## src/rtl/bus_bridge_n_if.sv

```systemverilog
// CPU/device bus bundle for bus_bridge_n.
//   master : the CPU and device side (drives CPUI_*, DEVI_*, observes CPUO_*, DEVO_*)
//   slave  : the bridge itself
// NDEV sets the width of the per-slot device signals.
interface bus_bridge_n_if #(
  parameter int unsigned NDEV = 2
);
  logic                   CPUI_PrReq;
  logic                   CPUI_PrWe;
  logic [3:0]             CPUI_PrBE;
  logic [31:0]            CPUI_PrAddr;
  logic [31:0]            CPUI_PrWd;
  logic [31:0]            CPUO_PrRd;
  logic                   CPUO_PrAck;
  logic                   CPUO_PrErr;
  logic [7:2]             CPUO_HWInt;
  logic [1:0]             DEVO_Addr;
  logic [31:0]            DEVO_Wd;
  logic [NDEV-1:0]        DEVO_We;
  logic [32*NDEV-1:0]     DEVI_Rd;
  logic [NDEV-1:0]        DEVI_IRQ;

  modport master (
    output CPUI_PrReq, CPUI_PrWe, CPUI_PrBE, CPUI_PrAddr, CPUI_PrWd, DEVI_Rd, DEVI_IRQ,
    input  CPUO_PrRd, CPUO_PrAck, CPUO_PrErr, CPUO_HWInt, DEVO_Addr, DEVO_Wd, DEVO_We
  );

  modport slave (
    input  CPUI_PrReq, CPUI_PrWe, CPUI_PrBE, CPUI_PrAddr, CPUI_PrWd, DEVI_Rd, DEVI_IRQ,
    output CPUO_PrRd, CPUO_PrAck, CPUO_PrErr, CPUO_HWInt, DEVO_Addr, DEVO_Wd, DEVO_We
  );
endinterface

```

## src/rtl/bus_bridge_n.sv

```systemverilog
// CPU-to-device bus bridge with NDEV device slots and an interrupt controller.
// Each access takes three cycles: accept (IDLE), issue to device (ISSUE), respond (RESP).
// Ports:
//   Clock  - rising-edge clock
//   Reset  - asynchronous active-low reset
//   bus    - bus_bridge_n_if.slave: CPU request/response, device strobes, read data, IRQs
// Map: slot i at BASE+16i (words 0..2), control at BASE+16*NDEV: IM, IP (W1C), MODE.
module bus_bridge_n #(
  parameter int unsigned NDEV = 2,
  parameter logic [31:0] BASE = 32'h0000_7f00
) (
  input logic           Clock,
  input logic           Reset,
  bus_bridge_n_if.slave bus
);

  if (NDEV == 0 || NDEV > 6) begin : gen_bad_ndev
    $error("bus_bridge_n: NDEV must be in 1..6");
  end

  localparam logic [31:0] DevSpan  = 32'(16 * NDEV);
  localparam logic [27:0] CtrlSlot = 28'(NDEV);

  typedef enum logic [1:0] {StIdle, StIssue, StResp} state_e;

  state_e      state_q;
  logic [31:0] addr_q, wd_q, rd_q, rd_d;
  logic [3:0]  be_q;
  logic        we_q, ack_q, err_q;
  logic [5:0]  im_q, ip_q, ip_d, mode_q, raw_q, raw, w1c;

  logic [31:0]     off, dev_rd, ctrl_rd;
  logic [2:0]      slot;
  logic            dev_hit, ctrl_hit, acc_err, issue_wr, ctrl_wr;
  logic [NDEV-1:0] dev_we;
  logic            unused_off;

  // Decode of the registered request.
  always_comb begin
    off      = addr_q - BASE;  // addresses below BASE wrap high and miss every window
    slot     = off[6:4];
    dev_hit  = (off < DevSpan) && (off[3:2] != 2'd3);
    ctrl_hit = (off[31:4] == CtrlSlot) && (off[3:2] != 2'd3);
    acc_err  = !(dev_hit || ctrl_hit) || (we_q && (be_q != 4'hF));
    issue_wr = (state_q == StIssue) && we_q && !acc_err;
    ctrl_wr  = issue_wr && ctrl_hit;

    dev_rd = '0;
    dev_we = '0;
    for (int unsigned i = 0; i < NDEV; i++) begin
      if (slot == 3'(i)) begin
        dev_rd    = bus.DEVI_Rd[32*i +: 32];
        dev_we[i] = issue_wr && dev_hit;
      end
    end

    case (off[3:2])
      2'd0:    ctrl_rd = {26'b0, im_q};
      2'd1:    ctrl_rd = {26'b0, ip_q};
      2'd2:    ctrl_rd = {26'b0, mode_q};
      default: ctrl_rd = '0;
    endcase

    if (acc_err || we_q) rd_d = '0;
    else if (dev_hit)    rd_d = dev_rd;
    else                 rd_d = ctrl_rd;
  end

  assign unused_off = ^off[1:0];

  // Interrupt next state: level bits track the input; edge bits latch rising edges and
  // clear on W1C, with a same-cycle edge taking priority.
  always_comb begin
    raw            = '0;
    raw[NDEV-1:0]  = bus.DEVI_IRQ;
    w1c            = (ctrl_wr && off[3:2] == 2'd1) ? wd_q[5:0] : 6'b0;
    ip_d           = (~mode_q & raw) | (mode_q & ((raw & ~raw_q) | (ip_q & ~w1c)));
  end

  always_ff @(posedge Clock or negedge Reset) begin
    if (!Reset) begin
      raw_q  <= '0;
      ip_q   <= '0;
      mode_q <= '0;
      im_q   <= 6'h3F;
    end else begin
      raw_q <= raw;
      ip_q  <= ip_d;
      if (ctrl_wr && off[3:2] == 2'd0) im_q   <= wd_q[5:0];
      if (ctrl_wr && off[3:2] == 2'd2) mode_q <= wd_q[5:0];
    end
  end

  // Access FSM with registered response outputs.
  always_ff @(posedge Clock or negedge Reset) begin
    if (!Reset) begin
      state_q <= StIdle;
      addr_q  <= '0;
      wd_q    <= '0;
      be_q    <= '0;
      we_q    <= 1'b0;
      rd_q    <= '0;
      ack_q   <= 1'b0;
      err_q   <= 1'b0;
    end else begin
      unique case (state_q)
        StIdle: begin
          ack_q <= 1'b0;
          if (bus.CPUI_PrReq) begin
            addr_q  <= bus.CPUI_PrAddr;
            wd_q    <= bus.CPUI_PrWd;
            be_q    <= bus.CPUI_PrBE;
            we_q    <= bus.CPUI_PrWe;
            state_q <= StIssue;
          end
        end
        StIssue: begin
          rd_q    <= rd_d;
          err_q   <= acc_err;
          ack_q   <= 1'b1;
          state_q <= StResp;
        end
        StResp: begin
          ack_q   <= 1'b0;
          state_q <= StIdle;
        end
        default: state_q <= StIdle;
      endcase
    end
  end

  assign bus.DEVO_Addr  = (state_q == StIssue) ? off[3:2] : 2'b0;
  assign bus.DEVO_Wd    = (state_q == StIssue) ? wd_q : 32'b0;
  assign bus.DEVO_We    = dev_we;
  assign bus.CPUO_PrRd  = rd_q;
  assign bus.CPUO_PrAck = ack_q;
  assign bus.CPUO_PrErr = err_q;
  assign bus.CPUO_HWInt = ip_q & im_q;

endmodule

```

## src/flat_wrapper.sv

```systemverilog
// flat-port wrapper written by rule: the top's interface ports become plain ports
module bus_bridge_n_flat 
#(
  parameter int unsigned NDEV = 2,
  parameter logic [31:0] BASE = 32'h0000_7f00
)
  (Clock, Reset, bus_CPUI_PrReq, bus_CPUI_PrWe, bus_CPUI_PrBE, bus_CPUI_PrAddr, bus_CPUI_PrWd, bus_DEVI_Rd, bus_DEVI_IRQ, bus_CPUO_PrRd, bus_CPUO_PrAck, bus_CPUO_PrErr, bus_CPUO_HWInt, bus_DEVO_Addr, bus_DEVO_Wd, bus_DEVO_We);
  bus_bridge_n_if #(.NDEV(NDEV)) bus_i ();
  input logic Clock;
  input logic Reset;
  input wire logic [$bits(bus_i.CPUI_PrReq)-1:0] bus_CPUI_PrReq;
  input wire logic [$bits(bus_i.CPUI_PrWe)-1:0] bus_CPUI_PrWe;
  input wire logic [$bits(bus_i.CPUI_PrBE)-1:0] bus_CPUI_PrBE;
  input wire logic [$bits(bus_i.CPUI_PrAddr)-1:0] bus_CPUI_PrAddr;
  input wire logic [$bits(bus_i.CPUI_PrWd)-1:0] bus_CPUI_PrWd;
  input wire logic [$bits(bus_i.DEVI_Rd)-1:0] bus_DEVI_Rd;
  input wire logic [$bits(bus_i.DEVI_IRQ)-1:0] bus_DEVI_IRQ;
  output wire logic [$bits(bus_i.CPUO_PrRd)-1:0] bus_CPUO_PrRd;
  output wire logic [$bits(bus_i.CPUO_PrAck)-1:0] bus_CPUO_PrAck;
  output wire logic [$bits(bus_i.CPUO_PrErr)-1:0] bus_CPUO_PrErr;
  output wire logic [$bits(bus_i.CPUO_HWInt)-1:0] bus_CPUO_HWInt;
  output wire logic [$bits(bus_i.DEVO_Addr)-1:0] bus_DEVO_Addr;
  output wire logic [$bits(bus_i.DEVO_Wd)-1:0] bus_DEVO_Wd;
  output wire logic [$bits(bus_i.DEVO_We)-1:0] bus_DEVO_We;
  assign bus_i.CPUI_PrReq = bus_CPUI_PrReq;
  assign bus_i.CPUI_PrWe = bus_CPUI_PrWe;
  assign bus_i.CPUI_PrBE = bus_CPUI_PrBE;
  assign bus_i.CPUI_PrAddr = bus_CPUI_PrAddr;
  assign bus_i.CPUI_PrWd = bus_CPUI_PrWd;
  assign bus_i.DEVI_Rd = bus_DEVI_Rd;
  assign bus_i.DEVI_IRQ = bus_DEVI_IRQ;
  assign bus_CPUO_PrRd = bus_i.CPUO_PrRd;
  assign bus_CPUO_PrAck = bus_i.CPUO_PrAck;
  assign bus_CPUO_PrErr = bus_i.CPUO_PrErr;
  assign bus_CPUO_HWInt = bus_i.CPUO_HWInt;
  assign bus_DEVO_Addr = bus_i.DEVO_Addr;
  assign bus_DEVO_Wd = bus_i.DEVO_Wd;
  assign bus_DEVO_We = bus_i.DEVO_We;
  bus_bridge_n #(.NDEV(NDEV), .BASE(BASE)) u_core (.Clock(Clock), .Reset(Reset), .bus(bus_i));
endmodule
```

## config.mk

```make
export PLATFORM = sky130hd
export DESIGN_NAME = bus_bridge_n_flat
export DESIGN_NICKNAME = d
export VERILOG_FILES = /design/src/rtl/bus_bridge_n_if.sv /design/src/rtl/bus_bridge_n.sv /design/src/flat_wrapper.sv
export SDC_FILE = /design/constraint.sdc
export NUM_CORES = 1
export LEC_CHECK = 0
export BUFFER_PORTS_ARGS = -buffer_cell sky130_fd_sc_hd__buf_2
export CAP_MARGIN = 20
export CORE_AREA = 5 5 118 120
export DETAILED_ROUTE_END_ITERATION = 7
export DIE_AREA = 0 0 123 125
export GPL_TIMING_DRIVEN = 0
export PLACE_DENSITY = 0.77
export SYNTH_ARGS = -nofsm -noshare
export SYNTH_HDL_FRONTEND = slang
export SYNTH_SLANG_ARGS = --single-unit
```

## constraint.sdc

```tcl
create_clock -name Clock -period 4.5 [get_ports Clock]
set_input_delay 0.9 -clock Clock [delete_from_list [all_inputs] [get_ports Clock]]
set_output_delay 0.9 -clock Clock [all_outputs]
set_load 0.03 [all_outputs]
```

==> results_dict.tcl, run 1 <==
set metrics [dict create \
    wl_um 14900 \
    drt_first_pass_iters 4 \
    crit_path_start_kind "register" \
    final_area_mm2 0.007468 \
    drive_gt1_frac 0.4603 \
    crit_required_ps 3600 \
    syn_inst 473 \
    antenna_cells 0 \
    synth.most_common_cell "dfrtp_1" \
    drt_iter0_drc 130 \
    hold_viol 0 \
    antenna_found_initial 1 \
    vias 4402 \
    place.gp.congestion 0.8022 \
    cts_tree "yes" \
    worst_pin_slew_ps 756.4 \
    grt-ovfl-total 0 \
    holdBufCountCts 0 \
    ys_seq_area_frac 0.5563 \
    avgSynthCellArea_um2 11.73 \
    synthTopCellsByArea "dfrtp_1, mux2_2, mux2i_1" \
    placed_cell_area_mm2 0.006857 \
    routed_via_density 4.929 \
    grt_max_degree 68 \
    clk_latency_ps 410 \
    ant_nets 0 \
    die-area_mm2 0.01538 \
    nets 842 \
    ir_drop_mv 0.2959 \
    tns_ps 0 \
    start_util 0.4308 \
    cts_resized 0 \
    synth_area_mm2 0.005547 \
    status "finished, final reports clean" \
    fin_crit_sh 0.7581 \
    cts.root.buffer_cell "clkbuf_16" \
    worst-setup-path-type "reg -> out" \
    hold_path_class "in -> async" \
    p_per_area_mw_per_mm2 465.3 \
    finalCriticalPeriod_ps 3412 \
    ios 214 \
    path_max_fanout 4 \
    cts.sinks 123 \
    arrival_ps 2510 \
    area_delta_synth_final_pct 34.65 \
    drc 0 \
    yosys.area.top_type_share 0.5279 \
    yosysWarnings 0 \
    clkTransAtPathRegs_ps 50 \
    ys.flop_type "dfrtp_1" \
    rsz0062_at_grt "false" \
    portBuffers 211 \
    dieHeight_um 125 \
    synth_commonest_cells "dfrtp_1, mux2_2, nand2_1, o21ai_0" \
    fmax_ghz 0.2931 \
    wl_per_cell_um 16.69 \
    grt_pass1_wl_um 23630 \
    finalClockSkew_ps 5.928 \
    finalPower_uw 3475 \
    slew_violations 0 \
    hpwl_um 11760 \
    core_area_mm2 0.01287 \
    h-tree-depth 4 \
    post_cts_buffers 0 \
    rows 42 \
    yosysUniqueCellTypes 38 \
    grt_pass1_vias 4751 \
    grt_util_all_layers 0.1994 \
    max_slew_margin 0.4957 \
    synth_edf_count 0 \
    synth_seq_cells 123 \
    timing.critical_path.to_type "output pin" \
    fp.dieW_um 123 \
    whs_ps 449.8 \
    syn_nets 611 \
    drv_cap 0 \
    cts.path.max_buffers 2 \
    async_reset_ff_frac 1.000 \
    setup_viol 0 \
    power_leakage_uw 0.003702 \
    cts-buffers-inserted 17 \
    synth_top_area_cell "dfrtp_1" \
]
==> cell families (layout without fill, tap and decap cells) <==
logic type             after synthesis  in the layout  share of synthesized area
AND/OR/NAND/NOR                    146            146                     0.1421
flip-flops                         123            123                     0.5563
multiplexers                       113            113                     0.2208
AO/OA/AOI/OAI                       60             60                    0.05865
buffers and inverters               30            274                    0.02053
XOR/XNOR                             1              1                   0.001579
==> state kept, by name (all words and copies together) (netlist names) <==
signal / cells
u_core.bus.CPUO_PrRd: 32
u_core.state_q: 2
u_core.raw_q: 2
u_core.bus.CPUO_PrErr: 1
u_core.bus.CPUO_PrAck: 1
u_core.mode_q: 6
u_core.we_q: 1
u_core.im_q: 6
u_core.wd_q: 32
u_core.addr_q: 30
u_core.be_q: 4
u_core.ip_q: 6
==> report_power, final <==
part / total (uW) / internal (uW) / switching [uW]
Clock: 1410 / 951 / 454
Sequential: 1370 / 1270 / 102
Combinational: 698 / 314 / 384
==> worst max-delay path, cell delays in order, from the launching register on <==
cell and delay (ps):
dfrtp_1 370, or4_1 540, or4_4 520, nand4b_1 210, nor4_1 190, buf_2 260
==> per-stage QoR <==
stage | cells | worst slack, ps | utilization
floorplan | 473 | 1108 | -
global placement | 860 | 1064 | 0.5299
detailed placement | 861 | 1519 | 0.5326
CTS | 893 | 1056 | 0.5801
global route | 893 | 1025 | 0.5801
finish | 893 | 1088 | 0.5801
==> path summary, 6_finish.rpt <==
kind,startpoint,end,slack (ps),depth (start not counted)
max reg2reg,u_core.addr_q[19],u_core.mode_q[0],1820,5
max in group asynchronous,Reset,u_core.im_q[2],3330,2
min reg2reg,u_core.bus.CPUO_PrRd[11],u_core.bus.CPUO_PrRd[11],480,2
min,Reset,u_core.bus.CPUO_PrRd[7],450,1
max,u_core.addr_q[19],bus_DEVO_We[1],1090,5
min in group Clock,u_core.bus.CPUO_PrRd[11],u_core.bus.CPUO_PrRd[11],480,2
==> metal layers <==
layer / vias to the layer above / track usage / share of wire
li1: 2115 / - / -
met1: 2080 / 0.2219 / 0.37
met2: 184 / 0.3397 / 0.50
met3: 21 / 0.08491 / 0.11
met4: 2 / 0.07036 / 0.016
met5: - / 0 / 0.00074
==> layout by cell type (no fill, tap or decap), types with 2 or more instances in the layout <==
cell type	Yosys	layout
and2_1	38	38
clkinv_2	0	4
dfrtp_1	117	117
nand3_1	2	2
nand4_1	3	3
a21oi_1	12	12
mux2i_1	38	38
or2_2	3	3
clkbuf_16	0	17
nor2_1	7	7
o21ai_0	39	39
or3_1	4	4
dfstp_2	6	6
nand2_1	63	63
inv_1	6	6
clkbuf_1	22	27
clkbuf_8	0	2
nor4b_1	2	2
bufinv_16	0	4
buf_2	1	211
nor4_1	7	7
o31ai_1	6	6
mux2_2	75	75
nor3_1	4	4
==> cell type report <==
class                           count  area (um2)
Timing Repair Buffer              212        1090
Inverter                            6       22.52
Clock buffer                       24       471.7
Tap cell                          176       220.2
Multi-Input combinational cell    320        2347
Clock inverter                      8       140.1
Buffer                             24       91.34
Sequential cell                   123        3085
Fill cell                        1087        5406
(Power assumes the default switching activity.)
==> run 2: changes to the inputs <==
--- a/config.mk
+++ b/config.mk
@@ -7,11 +7,11 @@
 export LEC_CHECK = 0
 export BUFFER_PORTS_ARGS = -buffer_cell sky130_fd_sc_hd__buf_2
 export CAP_MARGIN = 20
-export CORE_AREA = 5 5 118 120
+export CORE_AREA = 5 5 119 121
 export DETAILED_ROUTE_END_ITERATION = 7
-export DIE_AREA = 0 0 123 125
+export DIE_AREA = 0 0 124 126
 export GPL_TIMING_DRIVEN = 0
-export PLACE_DENSITY = 0.77
+export PLACE_DENSITY = 0.79
 export SYNTH_ARGS = -nofsm -noshare
 export SYNTH_HDL_FRONTEND = slang
 export SYNTH_SLANG_ARGS = --single-unit
==> constraint.sdc (replaced) <==
create_clock -name Clock -period 3 [get_ports Clock]
set_input_delay 0.6 -clock Clock [delete_from_list [all_inputs] [get_ports Clock]]
set_output_delay 0.6 -clock Clock [all_outputs]
set_load 0.03 [all_outputs]
==> run 2 against run 1 <==
- critical path depth unchanged
- power is 45% higher
- non-clock buffer count grew 1
- cell count down 0.11%
- die area rose by 1.6%
- register-to-register slack got worse by 1500 ps
- sequential cell count unchanged
- combinational power is 52% higher
- hold slack lost 400 ps
- count of clock-buffer cells in the layout fell by 3
- clock power increased by 35%
- global-route usage up 0.057 points
- critical endpoint unchanged
- largest power group is now sequential cells
==> results_dict.tcl, run 2 (synthesis results as in run 1) <==
set metrics [dict create \
    worst_pin_slew_ps 802.4 \
    layout_common_cells "buf_2, dfrtp_1, mux2_2, nand2_1, o21ai_0" \
    max_slew_margin 0.4651 \
    grt_pass1_vias 4897 \
    ir_drop_mv 0.4645 \
    area_delta_synth_final_pct 34.06 \
    antenna_found_initial 1 \
    hold_path_class "in -> async" \
    worst-setup-path-type "reg -> out" \
    place.gp.congestion 0.8016 \
    die-area_mm2 0.01562 \
    finalClockSkew_ps 5.745 \
    hpwl_um 11970 \
    arrival_ps 2380 \
    crit_path_start_kind "register" \
    hold_viol 0 \
    cts.root.buffer_cell "clkbuf_16" \
    finalPower_uw 5037 \
    cts-buffers-inserted 17 \
    ios 214 \
    final_common_cell "buf_2" \
    power_leakage_uw 0.003686 \
    rsz0062_at_grt "true" \
    ff_latch_area_mm2 0.003085 \
    drv_cap 0 \
    p_per_area_mw_per_mm2 677.4 \
    whs_ps 51.66 \
    fillers 1103 \
    slew_violations 0 \
    cts.path.max_buffers 2 \
    routed_via_density 5.052 \
    antenna_cells 0 \
    final_area_mm2 0.007436 \
    fp.dieW_um 124 \
    setup_viol 0 \
    wl_per_cell_um 17.32 \
    timing.critical_path.to_type "output pin" \
    path_max_fanout 2 \
    regToRegSetupSlack_ps 320 \
    portBuffers 211 \
    fmax_ghz 0.3351 \
    grt_pass1_wl_um 24030 \
    rows 42 \
    setup_ws_ps 16.20 \
    crit_required_ps 2400 \
    cts.sinks 123 \
    grt_max_degree 99 \
    dieHeight_um 126 \
    clk_latency_ps 410 \
    core_area_mm2 0.01298 \
    place_ws_ps 297.8 \
    h-tree-depth 4 \
    ant_nets 0 \
    start_util 0.4273 \
    grt_util_all_layers 0.2000 \
    vias 4506 \
    drc 0 \
    drt_iter0_drc 218 \
    drive_gt1_frac 0.4679 \
    fin_crit_sh 0.9946 \
    nets 843 \
    finalCriticalPeriod_ps 2984 \
    cts_tree "yes" \
    drt_first_pass_iters 4 \
    placed_cell_area_mm2 0.006857 \
    multi_input_area_mm2 0.002364 \
    clkTransAtPathRegs_ps 50 \
    grt-ovfl-total 0 \
    status "finished, final reports clean" \
    wl_um 15450 \
]
==> run 2: changes by cell type in the layout (fill, tap and decap cells not counted), moves of 2 or more <==
cell       delta
nor4_2        +2
buf_4         +3
buf_2         -2
clkbuf_1      -3
nor4_1        -2
bufinv_16     -2
clkinv_2      +2
==> run 2: cell type report <==
| cell class | count | share of cell area |
|---|---|---|
| well taps | 176 | 0.02961 |
| clock buffers | 21 | 0.06058 |
| repair buffers | 213 | 0.1482 |
| inverters | 6 | 0.003029 |
| flip-flops and latches | 123 | 0.4149 |
| plain buffers | 24 | 0.01245 |
| clock inverters | 9 | 0.01329 |
| multi-input cells | 320 | 0.3179 |
==> run 2: where the power goes <==
group | internal, uW | switching (uW)
registers | 1910 | 161
logic | 475 | 584
clock network | 1220 | 688
==> run 2: stage by stage <==
step                cells    util  TNS (ps)
floorplan             473       -    -184.0
global placement      860  0.5256    -14430
detailed placement    861  0.5282         0
CTS                   892  0.5718    -64.23
global route          892  0.5729    -215.8
finish                892  0.5729         0
==> run 2: repair_timing <==
item,in CTS,in global routing
pin swaps,3,1
endpoints found under the setup margin,2,2
buffers inserted,1,0
hold buffers,0,0
gates resized for setup,3,4
==> run 2: worst paths after layout <==
| kind | from | to | cells past startpoint |
|---|---|---|---|
| min in group Clock | bus_DEVI_IRQ[1] | u_core.raw_q[1] | 1 |
| setup reg to reg | u_core.addr_q[21] | u_core.bus.CPUO_PrRd[22] | 6 |
| hold / removal | Reset | u_core.raw_q[1] | 1 |
| setup / recovery | u_core.addr_q[21] | bus_DEVO_We[1] | 5 |
| max in group asynchronous | Reset | u_core.im_q[2] | 2 |
| hold reg to reg | u_core.bus.CPUO_PrRd[18] | u_core.bus.CPUO_PrRd[18] | 2 |
==> run 2: routing by layer <==
metal | share of wire | vias up | global-route usage
met5 | 0.00045 | - | 0
met4 | 0.015 | 2 | 0.05863
met3 | 0.12 | 24 | 0.08610
met2 | 0.48 | 192 | 0.3404
met1 | 0.39 | 2164 | 0.2271
li1 | - | 2124 | -
==> run 2: critical path, stage by stage, from the launching register on <==
cell	delay, ps
dfrtp_1	370
or4_4	530
or4_4	430
nand4b_1	230
nor4_1	200
buf_4	210
